`config.mk`:
```
export PLATFORM = sky130hd
export DESIGN_NAME = freq_meter_gate
export DESIGN_NICKNAME = d
export VERILOG_FILES = /design/src/rtl/freq_meter_gate.sv
export SDC_FILE = /design/constraint.sdc
export NUM_CORES = 1
export LEC_CHECK = 0
export BUFFER_PORTS_ARGS = -buffer_cell sky130_fd_sc_hd__buf_4
export CAP_MARGIN = 30
export CORE_UTILIZATION = 40
export CTS_CLUSTER_DIAMETER = 80
export DETAILED_ROUTE_END_ITERATION = 8
export HOLD_SLACK_MARGIN = 0.03
export PLACE_DENSITY = 0.69
export SLEW_MARGIN = 40
export SYNTH_ARGS = -nofsm -noshare
export SYNTH_HDL_FRONTEND = slang
export SYNTH_SLANG_ARGS = --single-unit
```
`constraint.sdc`:
```
create_clock -name clock -period 5.3 [get_ports clock]
set_input_delay 0.53 -clock clock [delete_from_list [all_inputs] [get_ports clock]]
set_output_delay 0.53 -clock clock [all_outputs]
set_load 0.02 [all_outputs]
```
`src/rtl/freq_meter_gate.sv`:
```
// Gated frequency meter: counts synchronised sig_in rising edges between tick_1s gates,
// latches the window count and converts it to packed BCD with a bit-serial double-dabble.

module fmg_dabble_digit (
  input  logic [3:0] d,
  output logic [3:0] q
);
  assign q = (d >= 4'd5) ? d + 4'd3 : d;
endmodule

module freq_meter_gate #(
  parameter int CNT_W  = 26,
  parameter int DIGITS = 8
) (
  input  logic                clock,
  input  logic                reset,
  input  logic                tick_1s,
  input  logic                sig_in,
  output logic [CNT_W-1:0]    freq_bin,
  output logic [4*DIGITS-1:0] freq_bcd,
  output logic                overflow,
  output logic                valid,
  output logic                busy
);

  localparam int SC_W = $clog2(CNT_W + 1);
  localparam logic [CNT_W-1:0] CNT_MAX = '1;

  typedef enum logic [1:0] {IDLE, SHIFT, DONE} state_t;

  logic                s1, s2, sprev;
  logic                rise, latch;
  logic [CNT_W-1:0]    cnt;
  logic                ovf, primed;
  logic [CNT_W-1:0]    sh;
  logic [4*DIGITS-1:0] scr, scr_adj, scr_nxt;
  logic [SC_W-1:0]     nshift;
  state_t              state;

  assign rise  = s2 & ~sprev;
  assign latch = tick_1s & primed;

  for (genvar i = 0; i < DIGITS; i++) begin : g_dig
    fmg_dabble_digit u_dig (.d(scr[4*i +: 4]), .q(scr_adj[4*i +: 4]));
  end

  assign scr_nxt = (4*DIGITS)'({scr_adj, sh[CNT_W-1]});

  always_ff @(posedge clock) begin
    if (reset) begin
      s1       <= 1'b0;
      s2       <= 1'b0;
      sprev    <= 1'b0;
      cnt      <= '0;
      ovf      <= 1'b0;
      primed   <= 1'b0;
      sh       <= '0;
      scr      <= '0;
      nshift   <= '0;
      state    <= IDLE;
      freq_bin <= '0;
      freq_bcd <= '0;
      overflow <= 1'b0;
      valid    <= 1'b0;
      busy     <= 1'b0;
    end else begin
      s1    <= sig_in;
      s2    <= s1;
      sprev <= s2;
      valid <= 1'b0;

      // An edge seen in the gate cycle opens the new window rather than closing the old one.
      if (tick_1s) begin
        cnt    <= rise ? CNT_W'(1) : '0;
        ovf    <= 1'b0;
        primed <= 1'b1;
      end else if (rise) begin
        if (cnt == CNT_MAX) ovf <= 1'b1;
        else                cnt <= cnt + CNT_W'(1);
      end

      // A gate always wins over an in-flight conversion, so an aborted result never emits valid.
      if (latch) begin
        freq_bin <= cnt;
        overflow <= ovf;
        sh       <= cnt;
        scr      <= '0;
        nshift   <= '0;
        state    <= SHIFT;
        busy     <= 1'b1;
      end else begin
        case (state)
          IDLE: busy <= 1'b0;
          SHIFT: begin
            scr    <= scr_nxt;
            sh     <= sh << 1;
            nshift <= nshift + SC_W'(1);
            // Final shift publishes directly so the DONE cycle is the valid cycle.
            if (nshift == SC_W'(CNT_W - 1)) begin
              freq_bcd <= scr_nxt;
              valid    <= 1'b1;
              busy     <= 1'b0;
              state    <= DONE;
            end
          end
          DONE:    state <= IDLE;
          default: state <= IDLE;
        endcase
      end
    end
  end

endmodule

```
* Yosys cells after proc, flatten, opt, wreduce, memory -nomap -nowiden
Cells that the tools add are included.
Widths: inputs -> output; s select.
** Storage, ports and cells
- Flip-flop bits (word level) :: 157
- Bits of input ports :: 4
- Output and inout port bits :: 61
** Operators by class
- Add/sub/neg operators :: 10
- $lt $le $gt $ge :: 8
- Equality and inequality tests :: 7
- Multiplexer cells :: 21
- Bitwise gates (word level) :: 6
- Reductions and logical operators :: 13
** Operator list (number)
- $mux 26 :: 5
- $ge 4x3->1 const B :: 8
- $add 4x2->4 const B :: 7
- $mux 4 :: 7
- $add 26x1->26 const B :: 1
- $eq 26x26->1 const B :: 1
- $reduce_and 2->1 :: 5
- $ne 2x2->1 const B :: 3
- $add 5x1->5 const B :: 1
- $eq 5x5->1 const B :: 1
- $mux 1 :: 5
- $not 1->1 :: 4
- $pmux 2 s2 :: 1
- $reduce_bool 2->1 :: 2
- $reduce_or 2->1 :: 2
- $add 3x2->3 const B :: 1
- $mux 3 :: 1
- $ne 3x3->1 const B :: 1
- $reduce_and 3->1 :: 1
- $reduce_bool 3->1 :: 1
- $reduce_or 3->1 :: 1
- $and 1x1->1 :: 2
- $eq 2x1->1 const B :: 1
- $logic_not 2->1 :: 1
- other kinds (2) :: 2

* Longest topological paths before layout
Gate-level depths: netlist (run 1).
- Word-level depth :: 4
- Depth in mapped cells :: 8

* By module
From an unflattened synthesis (run 1), not the netlist that was laid out.
** Unflattened totals
- Cells, all modules :: 886
- Area total of the unflattened synthesis :: 6959.2 um2
** Modules (own cells, without submodules)
- freq_meter_gate :: times used 1, cells each 758, area an instance 6148.4 um2, sequential area each 3143.0 um2
- fmg_dabble_digit :: times used 8, cells each 16, area an instance 101.3 um2, sequential area each 0.0 um2

* Worst setup path after synthesis (run 1)
No wires, ideal clock.
- Path type :: input to register
- Start point :: input tick_1s
- End point :: register scr[28]
- Setup time :: 0.137 ns
- Data arrival time :: 1.629 ns
- Required time :: 5.163 ns
- Setup slack :: 3.534 ns
- Cell stages on the path :: 6
- Cells stage by stage :: clkbuf_1 nand2_1 nand2b_1 clkbuf_1 buf_1 a211oi_1
** On the way
- Word-level cells in the longest chain between the ends :: 2
** Ends and longest elaborated chain
- start: declaration :: line 17 : input logic tick_1s,
- $and 1x1->1 :: line 41 : assign latch = tick_1s & primed;
- $reduce_or 2->1 (no source line)
- end signal: assignment :: line 95 : scr <= scr_nxt;
- end: declaration :: line 36 : logic [4*DIGITS-1:0] scr, scr_adj, scr_nxt;
No other way between the ends.
A chain may end at the register's enable or synchronous reset.

* Final worst setup path (run 1)
- Start point :: register cnt[0]
- End point :: register cnt[0]
** On the way
- Word-level cells in the longest chain between the ends :: 4
** Ends and longest elaborated chain
- start: declaration :: line 33 : logic [CNT_W-1:0] cnt;
- start signal: assignment :: line 74 : cnt <= rise ? CNT_W'(1) : '0;
- start signal: assignment :: line 79 : else cnt <= cnt + CNT_W'(1);
- $add 26x1->26 :: line 79
- $mux 26 :: line 78 : if (cnt == CNT_MAX) ovf <= 1'b1;
- $mux 26 :: line 77 : end else if (rise) begin
- $mux 26 :: line 73 : if (tick_1s) begin
Several ways; a longest one is shown, not always the timed one. The select of a mux whose other input is x is not followed.

==> impl_metrics.toml, run 1 <==
[hold_path]
min_path_cells = 2
hp-class = "in -> reg"

[sta]
tightestPinTransition_ns = 0.764
fmax_mhz = 481
setup_viol = 0
period_needed_ns = 2.08
final_hold_viol_count = 0
rsz0062_at_grt = "no"
holdWs_ns = 0.319
maxSlewViolCount = 0
fin_skew_ns = 0.00849
max_slew_margin = 0.491
fin_tns_setup_ns = 0
post-route-period-util = 0.392

[placed_design]
io_buffer_count = 64
placed_cells = 1088
hpwlAfterDp_mm = 9.84
gp_congestion = 0.855
placed_area_um2 = 7480

[run]
drv_cap = 0

[die]
dieArea_um2 = 17700
die_w_um = 133
die_y_um = 133
num_rows = 47
core-area_um2 = 16600
start_util = 0.412
ios = 65

[drt]
ant_nets = 0
firstDrtPassIters = 4
dr_total_vias = 5923
drcViolationCount = 0
wl_per_cell_um = 14.0
finalWirelength_mm = 15.6
drt_iter0_drc = 418
via_per_inst = 5.29

[setup_path]
crit_top_cell = "a21oi_1"
worstSetupPathType = "reg -> reg"
slowest_stage = "dfxtp_1"
critPathBufInv = 1
crit_chain = "ha_1, nand4_1, nor4_2, buf_4, a21oi_1, or3b_1, a21oi_1"
path_depth = 7
crit_fanout = 12
worstPathArrival_ns = 2.44
cpPeakStageDelay_ns = 0.46
startpoint_type = "register"
worstSetupEndpointType = "register"
worstPathRequired_ns = 5.66
reg2reg_depth = 7
crit_family = "simple AND/OR/NAND/NOR gates"

[global_route]
antenna_found_initial = 0
grt_overflow = 0
grt_pass1_vias = 5537
grt_pass1_wl_mm = 26.6
grt_usage = 0.186
grt_max_degree = 82

[logic_synthesis]
synth_area_leaders = "dfxtp_1 46%, nand2_1 10%, a21oi_1 7.6%, nor2_1 4.8%, ha_1 3.6%"
ys_seq_area_frac = 0.458
ys_warn_count = 0
syn-num-nets = 880
synth_edf_count = 0
netlist_instances = 856
yosys.area.top_type_share = 0.458
synth_async_sr_flop_share = 0
netlist_area_um2 = 6860
avgSynthCellArea_um2 = 8.02
yosys_register_bits = 157
synth_top_cell_by_area = "dfxtp_1"
synth_cell_types = 48
ys_dominant_reg_cell = "dfxtp_1"

[finish]
layout_commonest_cell = "nand2_1"
fillers = 1627
fin_cells = 1119
fin_area_um2 = 8110
syn_to_final_growth_pct = 18.2
final_cell_mix = "190 x nand2_1, 157 x dfxtp_1, 104 x a21oi_1, 87 x nor2_1, 71 x buf_4"
fin_nets = 911
diodes = 0
layout-drive-gt1-share = 0.131

[clocking]
cts_made_buffers = 17
ctsResizeCount = 0
cts-root-buf = "clkbuf_16"
post_cts.repair.setup_buffers = 0
cts_tree = "done"
clock_latency_ns = 0.43
clock-sinks = 157
cts.clk_slew.worst_paths_ns = 0.06
cts_hold_buf = 0
cts_htree_levels = 4
cts_buffer_depth = 2

[status]
status = "finished, final reports clean"

[power]
ir_drop_mv = 0.261
power_leakage_nw = 2.92
p_per_area_nw_per_um2 = 327
p_total_mw = 2.66
## kinds of logic (layout without fill, tap and decap cells)
kind of cell	Yosys count	after routing	synth area share
XOR/XNOR	21	21	0.0268
buffers and inverters	80	123	0.0461
adder cells (fa/ha/maj)	20	20	0.0365
AND/OR/NAND/NOR	374	374	0.245
multiplexers	10	10	0.0146
AO/OA/AOI/OAI	194	194	0.173
flip-flops	157	157	0.458
## synth_stat cells (6+ instances only)
library cell / count
a211oi_1: 25
a21oi_1: 104
a311oi_1: 26
buf_2: 8
clkbuf_1: 44
dfxtp_1: 157
ha_1: 20
inv_1: 20
mux2i_1: 10
nand2_1: 191
nand2b_1: 11
nand3_1: 16
nand4_1: 11
nor2_1: 87
nor3_1: 8
nor3b_1: 14
o21ai_0: 22
or3_1: 6
xnor2_1: 18
## power by group
part / total, mW / switching (mW) / internal, mW
Clock: 1.32 / 0.481 / 0.842
Sequential: 1.21 / 0.0147 / 1.20
Combinational: 0.119 / 0.0815 / 0.0370
Total: 2.66 / 0.577 / 2.08
## per-stage QoR
step	setup slack, ns	util
4_1_cts	3.24	0.487
3_3_place_gp	2.81	0.447
5_1_grt	3.04	0.487
2_1_floorplan	3.53	-
6_report	3.22	0.487
3_5_place_dp	2.79	0.449
## layer usage
metal | vias to the layer above | GRT usage | share of wire
li1 | 3002 | - | -
met1 | 2798 | 0.242 | 0.48
met2 | 105 | 0.297 | 0.46
met3 | 18 | 0.0444 | 0.042
met4 | 0 | 0.0696 | 0.013
met5 | - | 0 | 0
## final cells by class
type / count / area (µm²) / area share
Multi-Input combinational cell: 619 / 3420 / 0.422
Sequential cell: 157 / 3140 / 0.387
Timing Repair Buffer: 72 / 561 / 0.0691
Clock buffer: 19 / 443 / 0.0546
Tap cell: 220 / 275 / 0.0339
Clock inverter: 12 / 194 / 0.0239
Inverter: 20 / 75.1 / 0.00925
## sequential cells by signal (all words and copies together) (netlist names), 2 cells and up
| signal | cells |
|---|---|
| freq_bcd | 32 |
| scr | 32 |
| cnt | 26 |
| freq_bin | 26 |
| sh | 26 |
| nshift | 5 |
| state | 2 |
## path summary, 6_finish.rpt
path | startpoint | endpoint | slack (ns)
hold reg to reg | s1$_SDFF_PP0_ | s2$_SDFF_PP0_ | 0.44
setup reg to reg | cnt[0]$_SDFFE_PP0P_ | cnt[0]$_SDFFE_PP0P_ | 3.22
hold / removal | sig_in | s1$_SDFF_PP0_ | 0.32
setup / recovery | cnt[0]$_SDFFE_PP0P_ | cnt[0]$_SDFFE_PP0P_ | 3.22
No activity file was read; power rests on OpenSTA's default activity.
==> inputs of run 2 (changes only) <==
--- a/config.mk
+++ b/config.mk
@@ -11,7 +11,7 @@
 export CTS_CLUSTER_DIAMETER = 80
 export DETAILED_ROUTE_END_ITERATION = 8
 export HOLD_SLACK_MARGIN = 0.03
-export PLACE_DENSITY = 0.69
+export PLACE_DENSITY = 0.71
 export SLEW_MARGIN = 40
 export SYNTH_ARGS = -nofsm -noshare
 export SYNTH_HDL_FRONTEND = slang
==> constraint.sdc (replaced) <==
create_clock -name clock -period 1.7 [get_ports clock]
set_input_delay 0.17 -clock clock [delete_from_list [all_inputs] [get_ports clock]]
set_output_delay 0.17 -clock clock [all_outputs]
set_load 0.02 [all_outputs]
==> run 2 against run 1 <==
The flow now finishes with violations (setup timing). Combinational power grew to 3.5 times the previous value. Critical path depth is the same. Final area grew 8.7%. Final cell count grew 5.7%. Critical endpoint unchanged. Largest power group unchanged.
==> impl_metrics.toml, run 2 (same netlist as run 1, synthesis figures left out) <==
[status]
status = "complete, but fails checks"
violations = "setup timing"

[drt]
wl_per_cell_um = 13.7
drcViolationCount = 0
ant_nets = 0
drt_iter0_drc = 329
dr_total_vias = 6174
via_per_inst = 5.22
finalWirelength_mm = 16.2
firstDrtPassIters = 5

[finish]
fin_util = 0.530
layout_commonest_cell = "nand2_1"
fillers = 1524
syn_to_final_growth_pct = 28.5
layout-drive-gt1-share = 0.225
diodes = 0
final_cell_mix = "190 x nand2_1, 151 x dfxtp_1, 124 x buf_4, 89 x a21oi_1, 85 x nor2_1"
fin_nets = 974
top_regs = "freq_bcd x32, scr x32"

[clocking]
cts-root-buf = "clkbuf_16"
cts_made_buffers = 17
clock_latency_ns = 0.44
clock-sinks = 157
cts_htree_levels = 4
cts_tree = "done"
cts_buffer_depth = 2
cts.clk_slew.worst_paths_ns = 0.06

[die]
dieArea_um2 = 17700
die_w_um = 133
ios = 65
die_y_um = 133
num_rows = 47
start_util = 0.412
core-area_um2 = 16600

[sta]
tightestPinTransition_ns = 0.625
fmax_mhz = 551
maxSlewViolCount = 0
max_slew_margin = 0.584
period_needed_ns = 1.82
final_hold_viol_count = 0
fin_tns_setup_ns = -0.292
setup_viol = 9
worst_slack_ns = -0.116
post-route-period-util = 1.07
rsz0062_at_grt = "yes"
holdWs_ns = 0.0557
fin_skew_ns = 0.0214

[setup_path]
crit_fanout = 5
worstPathArrival_ns = 2.17
worstSetupPathType = "reg -> reg"
worstSetupEndpointType = "register"
worstPathRequired_ns = 2.06
startpoint_type = "register"

[placed_design]
post-place-ws_ns = -0.0966
hpwlAfterDp_mm = 10.7
io_buffer_count = 64
gp_congestion = 0.882

[global_route]
grt_usage = 0.186
top_usage_layer = "met2"
antenna_found_initial = 0
grt_max_degree = 58
grt_overflow = 0
grt_pass1_wl_mm = 26.7
met2_usage = 0.297
grt_use_met1 = 0.246
grt_pass1_vias = 5553
grt.met3_usage = 0.0414

[power]
ir_drop_mv = 0.758
p_per_area_nw_per_um2 = 929
p_total_mw = 8.20
power_leakage_nw = 3.30

[hold_path]
hp-class = "in -> reg"

[run]
drv_cap = 0
==> run 2: cell types whose count changed in the layout (fill, tap and decap cells not counted), sizes merged <==
cell / previous run / this run
buf: 72 / 133
bufinv: 5 / 3
clkbuf: 19 / 18
clkinv: 5 / 3
dlygate4sd3: 0 / 2
inv: 20 / 26
==> run 2: timing repair <==
| item | 4_1_cts | 5_1_grt |
|---|---|---|
| hold buffers | 2 | 0 |
| endpoints found under the setup margin | 12 | 34 |
| setup buffers | 3 | 4 |
| hold endpoints to repair | 5 | 0 |
| pin swaps | 5 | 19 |
| gates resized for setup | 5 | 43 |
==> run 2: final cells by class <==
type | instances | area [µm²] | share of cell area
multi-input combinational | 619 | 3590 | 0.407
timing repair buffer | 135 | 1110 | 0.126
clock buffer | 18 | 439 | 0.0498
clock inverter | 14 | 181 | 0.0206
sequential | 157 | 3150 | 0.357
inverter | 20 | 75.1 | 0.00851
tap | 220 | 275 | 0.0312
==> run 2: worst max-delay path: stages (launching register included) <==
cell	delay, ns
dfxtp_2	0.35
ha_4	0.14
nand4_1	0.15
nor4_2	0.31
buf_4	0.20
a21oi_1	0.09
or3b_1	0.37
a21oi_2	0.12
==> run 2: metrics by stage <==
| stage | area [µm²] | instances |
|---|---|---|
| floorplan | 6860 | 856 |
| global placement | 7930 | 1142 |
| detailed placement | 7930 | 1142 |
| CTS | 8610 | 1179 |
| global route | 8820 | 1183 |
| finish | 8820 | 1183 |
==> run 2: per-layer routing <==
metal,share of wire,routed length [µm]
met5,0,0
met4,0.013,210
met3,0.037,594
met2,0.47,7660
met1,0.48,7770
==> run 2: report_power, final <==
part	leakage (nW)	total [mW]	internal [mW]	switching, mW
sequential	1.27	3.78	3.74	0.0416
combinational	1.72	0.415	0.144	0.271
clock	0.302	4.00	2.38	1.62
total	3.30	8.20	6.27	1.93
==> run 2: final timing paths <==
path                            start                   to  slack (ns)  depth (start not counted)
hold reg to reg         s1$_SDFF_PP0_        s2$_SDFF_PP0_        0.45                          1
setup / recovery  cnt[1]$_SDFFE_PP0P_  cnt[0]$_SDFFE_PP0P_       -0.12                          7
hold / removal                tick_1s  primed$_SDFFE_PP0P_        0.06                          3
setup reg to reg  cnt[1]$_SDFFE_PP0P_  cnt[0]$_SDFFE_PP0P_       -0.12                          7
==> inputs of run 3 (changes only) <==
--- a/config.mk
+++ b/config.mk
@@ -11,7 +11,8 @@
 export CTS_CLUSTER_DIAMETER = 80
 export DETAILED_ROUTE_END_ITERATION = 8
 export HOLD_SLACK_MARGIN = 0.03
-export PLACE_DENSITY = 0.71
+export MAX_ROUTING_LAYER = met4
+export PLACE_DENSITY = 0.62
 export SLEW_MARGIN = 40
 export SYNTH_ARGS = -nofsm -noshare
 export SYNTH_HDL_FRONTEND = slang
==> run 3 against run 2 <==
The run still ends with setup timing left. Maximum frequency is 4.3% higher. Worst hold slack worse by 0.012 ns. Clock skew down 0.015 ns. Clock power fell by 5.8%. Die area is the same. Worst setup slack improved by 0.076 ns. Sequential share of layout area up 0.18 points. Total power decreased by 2.8%. Critical path depth fell by 1. Critical endpoint is now cnt[9]$_SDFFE_PP0P_.
==> impl_metrics.toml, run 3 (same netlist as run 1, synthesis figures left out) <==
[setup_path]
slowest_stage = "or4_4"
critPathBufInv = 1
worstSetupEndpointType = "register"
worstPathArrival_ns = 2.11
crit_fanout = 6
reg2reg_depth = 6
crit_top_cell = "and4_4"
cpPeakStageDelay_ns = 0.53
r2r-start = "cnt[14]$_SDFFE_PP0P_"
worstSetupPathType = "reg -> reg"
r2r-end = "cnt[9]$_SDFFE_PP0P_"
cp-endpoint = "cnt[9]$_SDFFE_PP0P_"
path_depth = 6
startpoint_type = "register"
crit_family = "simple AND/OR/NAND/NOR gates"
r2r_slack_ns = -0.04
worstPathRequired_ns = 2.07
crit_chain = "and4_4, and4_4, buf_6, and2_4, or4_4, a21oi_2"
crit_path_start = "cnt[14]$_SDFFE_PP0P_"

[die]
dieArea_um2 = 17700
die_w_um = 133
die_y_um = 133
core-area_um2 = 16600
ios = 65
start_util = 0.412
num_rows = 47

[power]
power_leakage_nw = 3.27
power.share.clock = 0.473
ir_drop_mv = 0.797
p_sw_mw = 1.84
internal_power_mw = 6.13
p_per_area_nw_per_um2 = 907
pwr-share-seq = 0.475
swShare = 0.231
pwr-share-comb = 0.053
p_total_mw = 7.97

[finish]
fin_util = 0.528
syn_to_final_growth_pct = 28.1
fin_cells = 1190
layout_commonest_cell = "nand2_1"
fin_nets = 981
fillers = 1618
top_regs = "freq_bcd x32, scr x32"
layout-drive-gt1-share = 0.224
diodes = 0
final_cell_mix = "190 x nand2_1, 146 x dfxtp_1, 131 x buf_4, 95 x a21oi_1, 86 x nor2_1"
fin_area_um2 = 8790

[sta]
maxSlewViolCount = 0
post-route-period-util = 1.02
holdWs_ns = 0.0433
max_slew_margin = 0.638
final_hold_viol_count = 0
fin_skew_ns = 0.00670
period_needed_ns = 1.74
setup_viol = 1
worst_slack_ns = -0.0402
fmax_mhz = 575
fin_tns_setup_ns = -0.0402
rsz0062_at_grt = "yes"
tightestPinTransition_ns = 0.542

[hold_path]
hp-class = "in -> reg"

[placed_design]
placed_cells = 1147
placed_area_um2 = 7990
post-place-ws_ns = -0.0450
io_buffer_count = 64
gp_congestion = 0.904
hpwlAfterDp_mm = 11.0

[clocking]
cts.clk_slew.worst_paths_ns = 0.06
cts_buffer_depth = 2
cts-root-buf = "clkbuf_16"
cts_made_buffers = 17
clock_latency_ns = 0.43
clock-sinks = 157
cts_htree_levels = 4
cts_tree = "done"

[drt]
finalWirelength_mm = 16.9
firstDrtPassIters = 5
ant_nets = 0
via_per_inst = 5.15
drt_iter0_drc = 345
drcViolationCount = 0
wl_per_cell_um = 14.2
dr_total_vias = 6125

[global_route]
grt_pass1_vias = 5563
grt_max_degree = 60
grt_pass1_wl_mm = 27.1
grt_usage = 0.198
antenna_found_initial = 0
grt_overflow = 0

[status]
violations = "setup timing"
status = "complete, but fails checks"

[run]
drv_cap = 0
[run 3: cell count changes in the layout (fill, tap and decap cells not counted), sizes merged]
| cell | before | now |
|---|---|---|
| buf | 133 | 140 |
| clkbuf | 18 | 23 |
| inv | 26 | 21 |
| clkinvlp | 2 | 5 |
| clkinv | 3 | 1 |
| a211o | 1 | 2 |
| bufinv | 3 | 2 |
| dlygate4sd3 | 2 | 1 |
[run 3: power by group through the flow]
stage                     Sequential (mW)  Clock, mW  Combinational (mW)
after CTS                            3.78       3.83               0.416
after global placement               3.86          0               0.407
final                                3.78       3.77               0.419
after detailed placement             3.86          0               0.412
after floorplan                      3.86          0               0.287
after global routing                 3.79       3.98               0.472
[run 3: final cells by class]
type	instances	area, µm²	area share
tap	220	275	0.0313
sequential	157	3160	0.359
timing repair buffer	141	1160	0.132
inverter	20	75.1	0.00854
clock buffer	23	468	0.0532
multi-input combinational	620	3540	0.402
clock inverter	9	111	0.0127
[run 3: how the worst min path moves through the flow]
stage                     startpoint                  end  slack [ns]  cells past startpoint
after floorplan               sig_in        s1$_SDFF_PP0_        0.30                      1
after global routing           reset  sh[12]$_SDFFE_PP0P_        0.06                      2
after global placement        sig_in        s1$_SDFF_PP0_        0.41                      2
after CTS                    tick_1s  primed$_SDFFE_PP0P_        0.03                      3
after detailed placement      sig_in        s1$_SDFF_PP0_        0.42                      2
final                          reset  sh[12]$_SDFFE_PP0P_        0.04                      2
[run 3: per-layer routing]
| layer | up-vias | GRT usage | share of wire |
|---|---|---|---|
| met3 | 24 | 0.0418 | 0.033 |
| met2 | 92 | 0.297 | 0.46 |
| met1 | 2867 | 0.265 | 0.49 |
| met5 | - | - | 0 |
| li1 | 3142 | - | - |
| met4 | 0 | 0.0619 | 0.015 |
[run 3: what timing repair did]
action / CTS / global route
endpoints found under the hold margin: 1 / 0
pin swaps: 3 / 13
gates resized for setup: 5 / 36
setup buffers: 3 / 6
hold buffers: 1 / 0
gates cloned: 0 / 1
setup endpoints to repair: 5 / 33
